## src/rtl/fetch_pkg.sv

```systemverilog
// Shared types and constants for the MIPS instruction-fetch stage.
// Latency: n/a (declarations only).
// Backpressure: n/a.
package fetch_pkg;

   typedef enum logic {
      RUN  = 1'b0,
      HALT = 1'b1
   } state_t;

   localparam logic [1:0] HALT_NONE     = 2'b00;
   localparam logic [1:0] HALT_ZERO     = 2'b01;
   localparam logic [1:0] HALT_LIMIT    = 2'b10;
   localparam logic [1:0] HALT_JR_ALIGN = 2'b11;

   localparam logic [31:0] DEFAULT_RESET_PC = 32'h0040_0000;

   // Counters stick at all-ones instead of wrapping.
   function automatic logic [15:0] sat_inc(input logic [15:0] v);
      return (v == 16'hFFFF) ? v : v + 16'd1;
   endfunction

endpackage

```

## src/rtl/fetch_next_pc.sv

```systemverilog
// Next-PC selection: jr > jump > taken branch > sequential, on word addresses.
// Latency: purely combinational.
// Backpressure: none; the parent decides whether the result is loaded.
// Ports: pc_word (current PC >> 2), branch/jump/jr controls in,
//        next_word (selected PC >> 2) and jr_misaligned out.
module fetch_next_pc (
   input  logic [29:0] pc_word,
   input  logic        branch_taken,
   input  logic [15:0] branch_offset,
   input  logic        jump,
   input  logic [25:0] jump_index,
   input  logic        jr,
   input  logic [31:0] jr_target,
   output logic [29:0] next_word,
   output logic        jr_misaligned
);

   logic [29:0] seq_word;
   logic [29:0] branch_word;

   always_comb begin
      seq_word    = pc_word + 30'd1;
      // Offset is already in words, so working on word addresses drops the << 2.
      branch_word = seq_word + {{14{branch_offset[15]}}, branch_offset};
      next_word   = seq_word;
      if (jr) begin
         next_word = jr_target[31:2];
      end else if (jump) begin
         // seq_word[29:26] is bits [31:28] of pc+4.
         next_word = {seq_word[29:26], jump_index};
      end else if (branch_taken) begin
         next_word = branch_word;
      end
      jr_misaligned = jr && (jr_target[1:0] != 2'b00);
   end

endmodule

```

## src/rtl/fetch_unit.sv

```systemverilog
// Instruction fetch: PC register, RUN/HALT control, cycle and retire counters.
// Latency: PC updates one clock after its selecting inputs; halt flags on the detecting edge.
// Backpressure: stall holds PC and retire count; HALT freezes everything until reset.
// Ports: clk/reset, stall, inst, branch/jump/jr controls in;
//        pc, pc_plus4, halted, halt_cause, cycle_count, retired_count out.
module fetch_unit
   import fetch_pkg::*;
#(
   parameter logic [31:0] RESET_PC    = DEFAULT_RESET_PC,
   parameter int unsigned CYCLE_LIMIT = 64
) (
   input  logic        clk,
   input  logic        reset,
   input  logic        stall,
   input  logic [31:0] inst,
   input  logic        branch_taken,
   input  logic [15:0] branch_offset,
   input  logic        jump,
   input  logic [25:0] jump_index,
   input  logic        jr,
   input  logic [31:0] jr_target,
   output logic [31:0] pc,
   output logic [31:0] pc_plus4,
   output logic        halted,
   output logic [1:0]  halt_cause,
   output logic [15:0] cycle_count,
   output logic [15:0] retired_count
);

   localparam logic [15:0] LIMIT_LAST = 16'(CYCLE_LIMIT - 1);

   state_t      state_q, state_d;
   logic [29:0] pc_q, pc_d;
   logic [1:0]  cause_q, cause_d;
   logic [15:0] cyc_q, cyc_d;
   logic [15:0] ret_q, ret_d;

   logic [29:0] next_word;
   logic        jr_misaligned;

   fetch_next_pc u_next_pc (
      .pc_word       (pc_q),
      .branch_taken  (branch_taken),
      .branch_offset (branch_offset),
      .jump          (jump),
      .jump_index    (jump_index),
      .jr            (jr),
      .jr_target     (jr_target),
      .next_word     (next_word),
      .jr_misaligned (jr_misaligned)
   );

   always_comb begin
      state_d = state_q;
      pc_d    = pc_q;
      cause_d = cause_q;
      cyc_d   = cyc_q;
      ret_d   = ret_q;
      if (state_q == RUN) begin
         cyc_d = sat_inc(cyc_q);
         // An X/Z instruction makes this compare unknown, which falls through
         // to normal execution rather than halting.
         if (inst == 32'd0) begin
            state_d = HALT;
            cause_d = HALT_ZERO;
         end else if (!stall) begin
            if (jr_misaligned) begin
               state_d = HALT;
               cause_d = HALT_JR_ALIGN;
            end else begin
               pc_d  = next_word;
               ret_d = sat_inc(ret_q);
            end
         end
         // Budget halt only when no instruction-driven halt fired this cycle;
         // the retire above still lands.
         if (state_d == RUN && cyc_q == LIMIT_LAST) begin
            state_d = HALT;
            cause_d = HALT_LIMIT;
         end
      end
   end

   always_ff @(posedge clk or posedge reset) begin
      if (reset) begin
         state_q <= RUN;
         pc_q    <= RESET_PC[31:2];
         cause_q <= HALT_NONE;
         cyc_q   <= 16'd0;
         ret_q   <= 16'd0;
      end else begin
         state_q <= state_d;
         pc_q    <= pc_d;
         cause_q <= cause_d;
         cyc_q   <= cyc_d;
         ret_q   <= ret_d;
      end
   end

   assign pc            = {pc_q, 2'b00};
   assign pc_plus4      = pc + 32'd4;
   assign halted        = (state_q == HALT);
   assign halt_cause    = cause_q;
   assign cycle_count   = cyc_q;
   assign retired_count = ret_q;

endmodule

```

## config.mk

```make
export PLATFORM = sky130hd
export DESIGN_NAME = fetch_unit
export DESIGN_NICKNAME = d
export VERILOG_FILES = /design/src/rtl/fetch_pkg.sv /design/src/rtl/fetch_next_pc.sv /design/src/rtl/fetch_unit.sv
export SDC_FILE = /design/constraint.sdc
export NUM_CORES = 1
export LEC_CHECK = 0
export BUFFER_PORTS_ARGS = -buffer_cell sky130_fd_sc_hd__buf_2
export CORE_MARGIN = 8
export CORE_UTILIZATION = 45
export DETAILED_ROUTE_END_ITERATION = 6
export GPL_ROUTABILITY_DRIVEN = 0
export HOLD_SLACK_MARGIN = 0.02
export PLACE_DENSITY = 0.77
export SLEW_MARGIN = 10
export SYNTH_ARGS = -nofsm -noshare
export SYNTH_HDL_FRONTEND = slang
export SYNTH_HIERARCHICAL = 1
export SYNTH_SLANG_ARGS = --single-unit
```

## constraint.sdc

```tcl
create_clock -name clk -period 4.4 [get_ports clk]
set_input_delay 0.66 -clock clk [delete_from_list [all_inputs] [get_ports clk]]
set_output_delay 0.66 -clock clk [all_outputs]
set_load 0.05 [all_outputs]
```

* Word level (Yosys, flattened, before mapping)
Index checks and enable logic that the tools add are counted.
Operators by class: add/subtract/negate cells 5, bitwise logic cells 7, equal/unequal tests 4, mux-type cells 13, reduce and logical (&&, ||, !) cells 9
Operator list (number):
- $mux 30 | 3
- $add 16x1->16 const B | 2
- $add 32x3->32 const B | 1
- $eq 16x16->1 const B | 2
- $logic_not 32->1 | 1
- $add 30x1->30 const B | 1
- $add 30x30->30 | 1
- $eq 16x6->1 const B | 1
- $mux 2 | 4
- $not 1->1 | 7
- $mux 1 | 6
- $reduce_and 5->1 | 1
- $reduce_and 4->1 | 1
- $ne 3x1->1 const B | 1
- $reduce_and 3->1 | 1
- $reduce_bool 3->1 | 1
- $logic_and 1x1->1 | 2
- $reduce_and 2->1 | 1
- $reduce_bool 2->1 | 1
Word-level totals: logic and storage cells 43, bits in registers 65, input port bits 112

* Depth between registers and ports, before layout
Gate-level depths: netlist of the first run.
depth in word-level cells 10, gate-level depth with buffers 18

* Hierarchy
The synthesis of the first run kept the hierarchy.
By module, submodules not included:
- fetch_unit | cells each 379, times used 1, area each 3408.3 um^2, seq. area each 1627.8 um^2
- fetch_next_pc | cells each 458, times used 1, area each 3085.5 um^2, seq. area each 0.0 um^2

* Worst setup path after synthesis of the first run
No wires, ideal clock.
path kind register to register, from register pc_q[2], to register pc_q[29], library setup time 0.118 ns, period minus slack after synthesis 3.870 ns, arrival time 3.752 ns, cell stages (with the launch flop) 19, buffers on the path 2, slack 0.530 ns, required time 4.282 ns, cell sequence dfrtp_1 and4_1 and2_1 and3_1 buf_4 nand4_1 xnor2_1 ha_1 clkbuf_1 a211oi_1 o21ai_1 a221o_1 a21oi_1 nor2b_1 a41oi_1 mux2i_1 o21ai_1 nand2_1 nand2_1
On the way: cells in the longest elaborated chain, start to end 5
Ends and longest elaborated chain:
- start: declaration | RTL line fetch_unit.sv:33 | logic [29:0] pc_q, pc_d;
- start signal: assignment | RTL line fetch_unit.sv:87 | pc_q <= RESET_PC[31:2];
- start signal: assignment | RTL line fetch_unit.sv:93 | pc_q <= pc_d;
- $add 30x1->30 * | RTL line fetch_next_pc.sv:22 | seq_word = pc_word + 30'd1;
- $add 30x30->30 | RTL line fetch_next_pc.sv:24 | branch_word = seq_word + {{14{branch_offset[15]}}, branch_offset};
- $mux 30 | RTL line fetch_next_pc.sv:31 | end else if (branch_taken) begin
- $mux 30 * | RTL line fetch_next_pc.sv:28 | end else if (jump) begin
- $mux 30 * | RTL line fetch_next_pc.sv:26 | if (jr) begin
- named net next_word[29] | RTL line fetch_unit.sv:38 | logic [29:0] next_word;
Mark *: on every way through the listed nets, which the timed path passes. The rest lies on a longest branch. A chain may end at the register's enable or synchronous reset.

* Final worst setup path of the first run
from register pc_q[9], to register pc_q[23]
On the way: cells in the longest elaborated chain, start to end 5
Ends and longest elaborated chain (RTL line):
- $add 30x1->30 * | fetch_next_pc.sv:22
- $add 30x30->30 | fetch_next_pc.sv:24
- $mux 30 * | fetch_next_pc.sv:31
- $mux 30 * | fetch_next_pc.sv:28
- $mux 30 * | fetch_next_pc.sv:26
- named net next_word[23] | fetch_unit.sv:38
Marks and branches as above.

==> results of run 1 <==
==> logic make-up after synthesis <==
family	count (synthesis)	share of synthesized area (%)
AND/OR/NAND/NOR	381	28.5
AO/OA/AOI/OAI	177	18.1
XOR/XNOR	102	13.8
flip-flops	65	25.1
buffers and inverters	52	3.51
adder cells (fa/ha/maj)	41	8.02
multiplexers	18	3.01
other	1	0.0577
==> Yosys cell counts, drive strengths merged, types with 14 or more instances <==
master	number
o21ai	45
and3	16
nor3	24
ha	40
clkbuf	19
xor2	43
nor2	53
dfrtp	64
nor4	20
xnor2	59
inv	18
buf	14
nand4	41
a21oi	51
nand3	34
nand2	159
==> path summary, 6_finish.rpt <==
path                                  start                to
max                                 pc_q[9]          pc_q[23]
min                                   reset     halt_cause[1]
max reg2reg                         pc_q[9]          pc_q[23]
min reg2reg                retired_count[7]  retired_count[7]
max in group asynchronous             reset  retired_count[2]
min in group clk           retired_count[7]  retired_count[7]
==> cell type report <==
cell class              count  area (sq um)
fillers                  1380          6380
multi-input cells         723          4650
flip-flops and latches     65          1630
repair buffers            212          1080
clock buffers              13           260
well taps                 184           230
inverters                  19          71.3
clock inverters             3          15.0
==> worst max-delay path: stages, from the launching register on <==
cell	delay, ns
sky130_fd_sc_hd__dfrtp_1	0.54
sky130_fd_sc_hd__nand4_1	0.23
sky130_fd_sc_hd__nor2_1	0.41
sky130_fd_sc_hd__nand4_1	0.31
sky130_fd_sc_hd__xnor2_1	0.32
sky130_fd_sc_hd__ha_1	0.35
sky130_fd_sc_hd__a21oi_1	0.24
sky130_fd_sc_hd__o21ai_1	0.13
sky130_fd_sc_hd__a221o_1	0.37
sky130_fd_sc_hd__a21oi_2	0.19
sky130_fd_sc_hd__o31ai_4	0.12
sky130_fd_sc_hd__nand2b_1	0.09
sky130_fd_sc_hd__mux2_1	0.32
sky130_fd_sc_hd__a21oi_1	0.20
sky130_fd_sc_hd__nand2_1	0.07
sky130_fd_sc_hd__nand2_1	0.06
==> layer usage <==
layer | up-vias | track usage [%] | part of all wire (%)
met5 | - | 0 | 0
met4 | 0 | 9.09 | 2.9
met3 | 41 | 4.66 | 8.3
met2 | 326 | 37.4 | 46
met1 | 3228 | 29.3 | 43
li1 | 3400 | - | -
==> flip-flops by register name, indices dropped and copies added, names as in the netlist <==
signal,count
halted,1
retired_count,16
cycle_count,16
halt_cause,2
pc_q,30
==> power by group through the flow <==
stage,sequential (mW),clock (mW),combinational (mW)
2_1_floorplan,0.751,0,0.423
3_3_place_gp,0.682,0,0.682
3_5_place_dp,0.683,0,0.686
4_1_cts,0.673,0.670,0.690
5_1_grt,0.678,0.691,0.754
6_report,0.674,0.659,0.696
==> through the flow <==
step / util (%) / std cells / setup WS (ns)
3_5_place_dp: 53.5 / 1203 / 0.466
2_1_floorplan: - / 840 / 0.530
5_1_grt: 55.4 / 1219 / 0.123
4_1_cts: 55.4 / 1219 / 0.461
6_report: 55.4 / 1219 / 0.399
3_3_place_gp: 53.5 / 1203 / 0.512
==> flow_metrics.py, run 1 <==
metrics = {
    "drt": {
        "remaining_drc_errors": 0,
        "drt_iter0_drc": 515,
        "drt_first_pass_iters": 5,
        "routedWlPerCell_microns": 17.8,
        "count_of_nets_left_with_antenna_violations_after_detail_routing": 0,
        "total_number_of_vias": 6995,
        "detail_route.wirelength_microns": 21600,
        "drt-vias-per-instance": 5.74,
    },
    "synth": {
        "ys_seq_elements": 65,
        "async_flop_share_pct": 100,
        "postSynthAreaPerCell_sq_um": 7.76,
        "yosysTopAreaCell": "sky130_fd_sc_hd__dfrtp_1",
        "synth_top_cells_by_area": "sky130_fd_sc_hd__dfrtp_1, sky130_fd_sc_hd__nand2_1, sky130_fd_sc_hd__xnor2_1",
        "synth_top_area_share_pct": 24.7,
        "yosys_most_used_dff": "sky130_fd_sc_hd__dfrtp_1",
        "synth_enable_flop_cells": 0,
        "netlist_area_sq_um": 6490,
        "synth_cells": 837,
        "ys_types": 74,
        "synth_sequential_area_ratio_pct": 25.1,
        "synth.yosys.warnings": 6,
    },
    "sta": {
        "final-hold-violation-count": 0,
        "transition_time_at_the_pin_with_the_least_slew_margin_ns": 0.851,
        "timing.final.max_slew_violations": 0,
        "rsz0062_at_grt": "no",
        "whs_ns": 0.402,
        "min_period_ns": 4.00,
        "layout_worst_path_cycle_share_pct": 90.9,
        "finalSetupTns_ns": 0,
        "finalSetupViolations": 0,
        "clock_skew_ns": 0.00675,
        "maximum_clock_frequency_mhz": 250,
        "slew_hr_pct": 43.2,
    },
    "grt": {
        "largest_net_degree_at_the_start_of_global_routing": 43,
        "grt_first_pass_wirelength_microns": 34000,
        "grt_antenna_before_repair": 0,
        "globalRouteOverflowTotal": 0,
        "number_of_global_route_vias_before_repair": 6636,
        "gr_usage_total_pct": 23.0,
    },
    "clock_tree": {
        "cts-root-to-sink-buffers": 2,
        "clock_tree_from_tritoncts": "yes",
        "clockRootBuffer": "sky130_fd_sc_hd__clkbuf_16",
        "cts_sinks": 65,
        "cts_buffers": 9,
        "cts_hold_repair.buffers": 0,
        "path_clk_slew_ns": 0.06,
        "ctsHtreeMaxLevel": 3,
        "postCtsSetupRepairBufs": 0,
        "clk_latency_ns": 0.33,
        "cts.repair.resized": 0,
    },
    "place": {
        "dp_hpwl_microns": 17200,
        "placed_cell_area_sq_um": 7650,
        "port_buffers": 206,
    },
    "layout": {
        "fin_nets": 1183,
        "diodes_inserted": 0,
        "area_growth_syn_to_layout_pct": 22.1,
        "most-common-layout-cells": "sky130_fd_sc_hd__buf_2, sky130_fd_sc_hd__nand2_1, sky130_fd_sc_hd__dfrtp_1",
        "layout.cells.most_common": "sky130_fd_sc_hd__buf_2",
        "stdcell_area_sq_um": 7930,
        "drive_gt1_share_pct": 24.0,
    },
    "power": {
        "powerDensity_nw_per_um2": 256,
        "vdd.ir_drop.worst_uv": 201,
        "switching_share_pct": 37.4,
        "power_report.internal_total_mw": 1.27,
        "seq_power_share_pct": 33.2,
        "total_power_mw": 2.03,
        "clock_power_share_pct": 32.5,
        "power.leakage_nw": 3.93,
        "p_comb_share_pct": 34.3,
        "net-switching-power_mw": 0.760,
    },
    "die": {
        "core.rowCount": 44,
        "fp.dieArea_sq_um": 18500,
        "floorplan.core_area_sq_um": 14300,
        "initial_core_util_pct": 45.4,
        "die_w_microns": 136,
        "ioPinCount": 211,
        "die_extent_in_y_microns": 136,
    },
    "worst_setup_path": {
        "critical_path_arrival_ns": 4.27,
        "startpoint_type": "flip-flop",
        "worstPathRequired_ns": 4.67,
        "critPathKind": "reg -> reg",
        "worstRegToRegCells": 15,
        "timing.critical_path.fanout_max": 11,
        "ff2ff_setup_slack_ns": 0.40,
        "timing.critical_path.to_type": "flip-flop",
    },
    "flow_run": {
        "max_capacitance_violation_total": 0,
    },
    "min_path": {
        "hold_path_class": "in -> async",
    },
    "outcome": {
        "result_of_the_run": "completed",
    },
}
Power figures use the tool's default switching activity.
==> run 2: changes to the inputs <==
ABC_AREA = 1   (was not set)
PLACE_DENSITY = 0.75   (was 0.77)
==> run 2 against run 1 <==
First-iteration DRC count up 60%. Die area increased by 22%. Final area increased by 22%. Worst hold slack better by 0.068 ns. Via count rose by 39%. Count of clock-buffer cells in the layout is 1 lower. Register-to-register slack improved by 0.17 ns. Critical endpoint is now pc_q[20]. Highest routed layer unchanged.
==> flow_metrics.py, run 2 <==
metrics = {
    "outcome": {
        "result_of_the_run": "completed",
    },
    "drt": {
        "detail_route.wirelength_microns": 29600,
        "total_number_of_vias": 9722,
        "count_of_nets_left_with_antenna_violations_after_detail_routing": 0,
        "remaining_drc_errors": 0,
        "routedWlPerCell_microns": 16.1,
        "drt_iter0_drc": 822,
        "drt-vias-per-instance": 5.30,
        "drt_first_pass_iters": 6,
    },
    "power": {
        "powerDensity_nw_per_um2": 246,
        "total_power_mw": 2.37,
        "vdd.ir_drop.worst_uv": 278,
        "power.leakage_nw": 5.29,
    },
    "place": {
        "dp_hpwl_microns": 24100,
        "port_buffers": 206,
    },
    "clock_tree": {
        "cts_sinks": 65,
        "cts.repair.resized": 0,
        "clk_latency_ns": 0.33,
        "clock_tree_from_tritoncts": "yes",
        "cts_hold_repair.buffers": 0,
        "ctsHtreeMaxLevel": 3,
        "postCtsSetupRepairBufs": 0,
        "path_clk_slew_ns": 0.06,
        "cts-root-to-sink-buffers": 2,
        "cts_buffers": 9,
        "clockRootBuffer": "sky130_fd_sc_hd__clkbuf_16",
    },
    "worst_setup_path": {
        "startpoint_type": "flip-flop",
        "crit_path_max_incr_delay_ns": 0.57,
        "critical_path_arrival_ns": 4.08,
        "worstRegToRegCells": 19,
        "path_delay_family": "simple AND/OR/NAND/NOR gates",
        "timing.critical_path.to_type": "flip-flop",
        "sequence_of_cells_on_the_critical_path": "ha_1 > nand3_1 > inv_2 > nand2_2 > inv_2 > nand2_1 > xnor2_1 > ha_1 > nand2_1 > nor2_1 > and2_1 > nand4_1 > nand3_1 > nand2_1 > nand3_1 > nand2_1 > a21oi_1 > nand2_1 > o21ai_0",
        "critPathKind": "reg -> reg",
        "timing.critical_path.depth": 19,
        "worstPathRequired_ns": 4.65,
        "crit_slowest_cell": "sky130_fd_sc_hd__dfrtp_1",
        "crit_top_cell": "sky130_fd_sc_hd__nand2_1",
        "timing.critical_path.fanout_max": 9,
        "timing.critical_path.buf_inv": 2,
    },
    "layout": {
        "filler_cell_count": 1855,
        "layout.cells.most_common": "sky130_fd_sc_hd__nand2_1",
        "seq_area_sq_um": 1630,
        "most-common-layout-cells": "sky130_fd_sc_hd__nand2_1, sky130_fd_sc_hd__inv_1, sky130_fd_sc_hd__buf_2",
        "area_growth_syn_to_layout_pct": 18.7,
        "fin_nets": 1754,
        "reg_with_most_ffs": "pc_q",
        "largest_reg_flops": 30,
        "multi_input_area_sq_um": 5520,
        "diodes_inserted": 0,
        "drive_gt1_share_pct": 17.0,
    },
    "min_path": {
        "hold_depth": 2,
        "hold_path_class": "reg -> reg",
    },
    "synth": {
        "netlist_area_sq_um": 8120,
        "ys_seq_elements": 65,
        "synth_cells": 1403,
        "ys_types": 48,
        "post-synth-top-count-cell": "sky130_fd_sc_hd__nand2_1",
        "yosysTopAreaCell": "sky130_fd_sc_hd__nand2_1",
        "synth_cell_count_leaders": "sky130_fd_sc_hd__nand2_1, sky130_fd_sc_hd__inv_1, sky130_fd_sc_hd__nor2_1, sky130_fd_sc_hd__nand3_1, sky130_fd_sc_hd__a21oi_1",
        "synth_top_cells_by_area": "sky130_fd_sc_hd__nand2_1, sky130_fd_sc_hd__dfrtp_1, sky130_fd_sc_hd__inv_1",
        "yosys_most_used_dff": "sky130_fd_sc_hd__dfrtp_1",
        "synth_enable_flop_cells": 0,
        "synth_top_area_share_pct": 21.8,
        "synth.yosys.warnings": 6,
        "synth_sequential_area_ratio_pct": 20.1,
        "postSynthAreaPerCell_sq_um": 5.79,
        "async_flop_share_pct": 100,
    },
    "sta": {
        "whs_ns": 0.470,
        "min_period_ns": 3.83,
        "clock_skew_ns": 0.00566,
        "finalSetupTns_ns": 0,
        "layout_worst_path_cycle_share_pct": 87.0,
        "slew_hr_pct": 40.9,
        "transition_time_at_the_pin_with_the_least_slew_margin_ns": 0.885,
        "timing.final.max_slew_violations": 0,
        "finalSetupViolations": 0,
        "maximum_clock_frequency_mhz": 261,
        "rsz0062_at_grt": "no",
        "final-hold-violation-count": 0,
    },
    "grt": {
        "grtUsageMet2_pct": 42.7,
        "globalRouteOverflowTotal": 0,
        "number_of_global_route_vias_before_repair": 9294,
        "globalRouteMet1Util_pct": 31.2,
        "grt_most_used_layer": "met2",
        "use_met3_pct": 7.03,
        "largest_net_degree_at_the_start_of_global_routing": 41,
        "grt_first_pass_wirelength_microns": 46800,
        "grt_antenna_before_repair": 0,
        "gr_usage_total_pct": 26.0,
    },
    "die": {
        "die_w_microns": 150,
        "initial_core_util_pct": 45.5,
        "die_extent_in_y_microns": 150,
        "floorplan.core_area_sq_um": 17800,
        "fp.dieArea_sq_um": 22600,
        "core.rowCount": 49,
        "ioPinCount": 211,
    },
    "flow_run": {
        "max_capacitance_violation_total": 0,
    },
}
[run 2: cell types whose count changed after synthesis, sizes merged, moves of 11 or more]
cell / change
o21ai: +16
and3: -16
a21oi: +32
o22ai: -13
nor4: -20
inv: +196
mux2i: -12
nor3: +20
nand2: +325
nand3: +63
xnor2: -42
a21o: -11
nand4: -21
nor2: +109
[run 2: layout make-up]
type,instances,area share (%)
multi-input cells,1098,57.3
flip-flops and latches,65,16.9
repair buffers,212,11.2
inverters,215,8.37
well taps,229,2.97
clock buffers,12,2.56
clock inverters,4,0.792
[run 2: cell families (layout without fill, tap and decap cells)]
kind of cell    after synthesis  in the layout  synth area share, %
simple gates                825            825                 43.4
buf+inv                     243            443                 12.1
compound gates              160            160                 10.6
xor+xnor                     68             68                 7.34
flops                        65             65                 20.1
fa+ha+maj                    41             41                 6.41
other cells                   1              4               0.0462
[run 2: path summary, 6_finish.rpt]
| check | start | endpoint | slack, ns |
|---|---|---|---|
| min reg2reg | halt_cause[0] | halt_cause[0] | 0.47 |
| max | pc_q[0] | pc_q[20] | 0.57 |
| max in group asynchronous | reset | pc_q[20] | 2.97 |
| min | halt_cause[0] | halt_cause[0] | 0.47 |
| max reg2reg | pc_q[0] | pc_q[20] | 0.57 |
| min in group asynchronous | reset | retired_count[6] | 0.51 |
[run 2: through the flow]
| stage | setup slack, ns | instances | instance area, sq um | utilization (%) |
|---|---|---|---|---|
| 6_report | 0.572 | 1835 | 9640 | 54.0 |
| 2_1_floorplan | 1.07 | 1406 | 8130 | - |
| 3_3_place_gp | 0.846 | 1819 | 9320 | 52.2 |
| 5_1_grt | 0.256 | 1835 | 9640 | 54.0 |
| 3_5_place_dp | 0.779 | 1819 | 9320 | 52.2 |
| 4_1_cts | 0.757 | 1835 | 9640 | 54.0 |
[run 2: where the power goes]
group	switching, mW	leakage [nW]	internal, mW
Sequential	0.0529	0.829	0.617
Combinational	0.649	4.31	0.272
Clock	0.269	0.153	0.513
[run 2: layer usage]
layer  routed length [microns]  vias to the layer above  share of wire, %
met5                         0                        -                 0
met4                      1160                        0               3.9
met3                      3020                       88                10
met2                     13600                      463                46
met1                     11800                     4377                40
li1                          -                     4794                 -
[run 2: worst min-delay path: cells and delay by family, from the launching register on]
| family | cells | cell delay [ns] |
|---|---|---|
| AND/OR/NAND/NOR | 2 | 0.10 |
| flip-flops | 1 | 0.33 |
==> run 3: changes to the inputs <==
GPL_TIMING_DRIVEN = 0   (was not set)
PLACE_DENSITY = 0.78   (was 0.75)
==> run 3 against run 2 <==
The run now ends with DRC left. Sequential share of layout area fell by 0.13 points. Count of clock-buffer cells in the layout stayed put. Flip-flop and latch count stayed put. Power fell by 6.2%. Critical path depth unchanged. Global-route usage up 0.20 points. Clock power shrank 20%. Critical endpoint unchanged.
==> flow_metrics.py, run 3 (synthesis results as in run 2) <==
metrics = {
    "worst_setup_path": {
        "regToRegStartpoint": "pc_q[0]",
        "ff2ff_setup_slack_ns": 0.70,
        "crit_path_max_incr_delay_ns": 0.57,
        "critical_path_arrival_ns": 3.96,
        "sequence_of_cells_on_the_critical_path": "ha_1 > nand3_1 > inv_2 > nand2_2 > inv_2 > nand2_1 > xnor2_1 > ha_1 > nand2_1 > nor2_1 > and2_1 > nand4_1 > nand3_1 > nand2_1 > nand3_1 > nand2_1 > a21oi_1 > nand2_1 > o21ai_0",
        "crit_path_end": "pc_q[20]",
        "worstRegToRegCells": 19,
        "critical_path.startpoint": "pc_q[0]",
        "crit_top_cell": "sky130_fd_sc_hd__nand2_1",
        "crit_slowest_cell": "sky130_fd_sc_hd__dfrtp_1",
        "timing.critical_path.depth": 19,
        "timing.critical_path.fanout_max": 9,
        "timing.critical_path.buf_inv": 2,
        "path_delay_family": "simple AND/OR/NAND/NOR gates",
        "timing.critical_path.to_type": "flip-flop",
        "critPathKind": "reg -> reg",
        "startpoint_type": "flip-flop",
        "worstPathRequired_ns": 4.66,
        "timing.rr.end": "pc_q[20]",
    },
    "clock_tree": {
        "cts.repair.resized": 0,
        "ctsHtreeMaxLevel": 3,
        "clock_tree_from_tritoncts": "yes",
        "cts-root-to-sink-buffers": 2,
        "postCtsSetupRepairBufs": 0,
        "cts_sinks": 65,
        "clockRootBuffer": "sky130_fd_sc_hd__clkbuf_16",
        "path_clk_slew_ns": 0.05,
        "cts_hold_repair.buffers": 0,
        "clk_latency_ns": 0.33,
        "cts_buffers": 9,
    },
    "layout": {
        "fin_nets": 1776,
        "layout.cells.most_common": "sky130_fd_sc_hd__nand2_1",
        "largest_reg_flops": 30,
        "final_util_pct": 54.5,
        "drive_gt1_share_pct": 17.2,
        "reg_with_most_ffs": "pc_q",
        "seq_area_sq_um": 1630,
        "diodes_inserted": 0,
        "filler_cell_count": 1800,
        "most-common-layout-cells": "sky130_fd_sc_hd__nand2_1, sky130_fd_sc_hd__buf_2, sky130_fd_sc_hd__inv_1",
        "multi_input_area_sq_um": 5520,
        "area_growth_syn_to_layout_pct": 19.7,
    },
    "drt": {
        "drt_first_pass_iters": 7,
        "detail_route.wirelength_microns": 29800,
        "total_number_of_vias": 9744,
        "routedWlPerCell_microns": 16.0,
        "drt-vias-per-instance": 5.26,
        "drt_iter0_drc": 776,
        "remaining_drc_errors": 9,
        "count_of_nets_left_with_antenna_violations_after_detail_routing": 0,
    },
    "sta": {
        "layout_worst_path_cycle_share_pct": 84.2,
        "transition_time_at_the_pin_with_the_least_slew_margin_ns": 0.780,
        "final-hold-violation-count": 0,
        "finalSetupViolations": 0,
        "finalSetupTns_ns": 0,
        "timing.final.ws_setup_ns": 0.697,
        "maximum_clock_frequency_mhz": 270,
        "min_period_ns": 3.70,
        "rsz0062_at_grt": "no",
        "clock_skew_ns": 0.00380,
        "timing.final.max_slew_violations": 0,
        "slew_hr_pct": 48.0,
    },
    "power": {
        "powerDensity_nw_per_um2": 229,
        "power.leakage_nw": 5.34,
        "vdd.ir_drop.worst_uv": 218,
    },
    "grt": {
        "gr_usage_total_pct": 26.2,
        "grt_first_pass_wirelength_microns": 46700,
        "grtUsageMet2_pct": 43.7,
        "use_met3_pct": 7.36,
        "largest_net_degree_at_the_start_of_global_routing": 36,
        "grt_antenna_before_repair": 0,
        "globalRouteMet1Util_pct": 30.5,
        "grt_most_used_layer": "met2",
        "number_of_global_route_vias_before_repair": 9431,
        "globalRouteOverflowTotal": 0,
    },
    "die": {
        "ioPinCount": 211,
        "initial_core_util_pct": 45.5,
        "floorplan.core_area_sq_um": 17800,
        "fp.dieArea_sq_um": 22600,
        "die_extent_in_y_microns": 150,
        "die_w_microns": 150,
        "core.rowCount": 49,
    },
    "outcome": {
        "failed_checks": "DRC",
        "result_of_the_run": "finished, violations left",
    },
    "place": {
        "detailedPlace.worstSlack_ns": 0.847,
        "dp_hpwl_microns": 24700,
        "port_buffers": 205,
    },
    "min_path": {
        "hold_path_class": "in -> async",
    },
    "flow_run": {
        "max_capacitance_violation_total": 0,
    },
}
## run 3: changes by cell type in the layout (fill, tap and decap cells not counted), sizes merged
| cell | delta |
|---|---|
| bufinv | -2 |
| clkinvlp | -1 |
| buf | +8 |
| clkbuf | +14 |
## run 3: worst min path at each step
| stage | start | to | slack (ns) |
|---|---|---|---|
| 2_1_floorplan | pc_q[20] | pc_q[20] | 0.66 |
| 3_3_place_gp | halt_cause[0] | halt_cause[0] | 0.46 |
| 3_5_place_dp | halt_cause[0] | halt_cause[0] | 0.47 |
| 4_1_cts | reset | halt_cause[1] | 0.34 |
| 5_1_grt | reset | cycle_count[1] | 0.37 |
| 6_report | reset | halt_cause[1] | 0.33 |
## run 3: cell type report
class / instances / share of cell area, %
Timing Repair Buffer: 206 / 10.8
Sequential cell: 65 / 16.8
Clock buffer: 12 / 2.54
Inverter: 215 / 8.33
Tap cell: 229 / 2.95
Buffer: 28 / 1.82
Multi-Input combinational cell: 1098 / 56.8
Clock inverter: 1 / 0.0515
## run 3: report_power, final
part	switching [mW]	internal, mW	leakage, nW
Sequential	0.0531	0.618	0.829
Clock	0.243	0.386	0.124
Combinational	0.648	0.278	4.39
Total	0.944	1.28	5.34
## run 3: worst reg2reg max path, cell delays in order, from the launching register on
cell,delay [ns]
sky130_fd_sc_hd__dfrtp_1,0.57
sky130_fd_sc_hd__ha_1,0.26
sky130_fd_sc_hd__nand3_1,0.22
sky130_fd_sc_hd__inv_2,0.16
sky130_fd_sc_hd__nand2_2,0.10
sky130_fd_sc_hd__inv_2,0.11
sky130_fd_sc_hd__nand2_1,0.07
sky130_fd_sc_hd__xnor2_1,0.19
sky130_fd_sc_hd__ha_1,0.40
sky130_fd_sc_hd__nand2_1,0.13
sky130_fd_sc_hd__nor2_1,0.18
sky130_fd_sc_hd__and2_1,0.25
sky130_fd_sc_hd__nand4_1,0.18
sky130_fd_sc_hd__nand3_1,0.13
sky130_fd_sc_hd__nand2_1,0.05
sky130_fd_sc_hd__nand3_1,0.06
sky130_fd_sc_hd__nand2_1,0.07
sky130_fd_sc_hd__a21oi_1,0.34
sky130_fd_sc_hd__nand2_1,0.09
sky130_fd_sc_hd__o21ai_0,0.08
## run 3: per-stage QoR
| stage | power (mW) | hold slack, ns | instance area [sq um] | std cells |
|---|---|---|---|---|
| after global placement | 1.57 | 0.456 | 9440 | 1840 |
| after detailed placement | 1.58 | 0.468 | 9460 | 1841 |
| after floorplan | 1.31 | 0.664 | 8130 | 1406 |
| after CTS | 2.22 | 0.344 | 9720 | 1854 |
| final | 2.23 | 0.328 | 9720 | 1854 |
| after global routing | 2.36 | 0.367 | 9720 | 1854 |
## run 3: routing by layer
| layer | share of wire (%) | vias up |
|---|---|---|
| met4 | 4.6 | 0 |
| met2 | 46 | 471 |
| met5 | 0 | - |
| li1 | - | 4845 |
| met1 | 39 | 4333 |
| met3 | 11 | 95 |
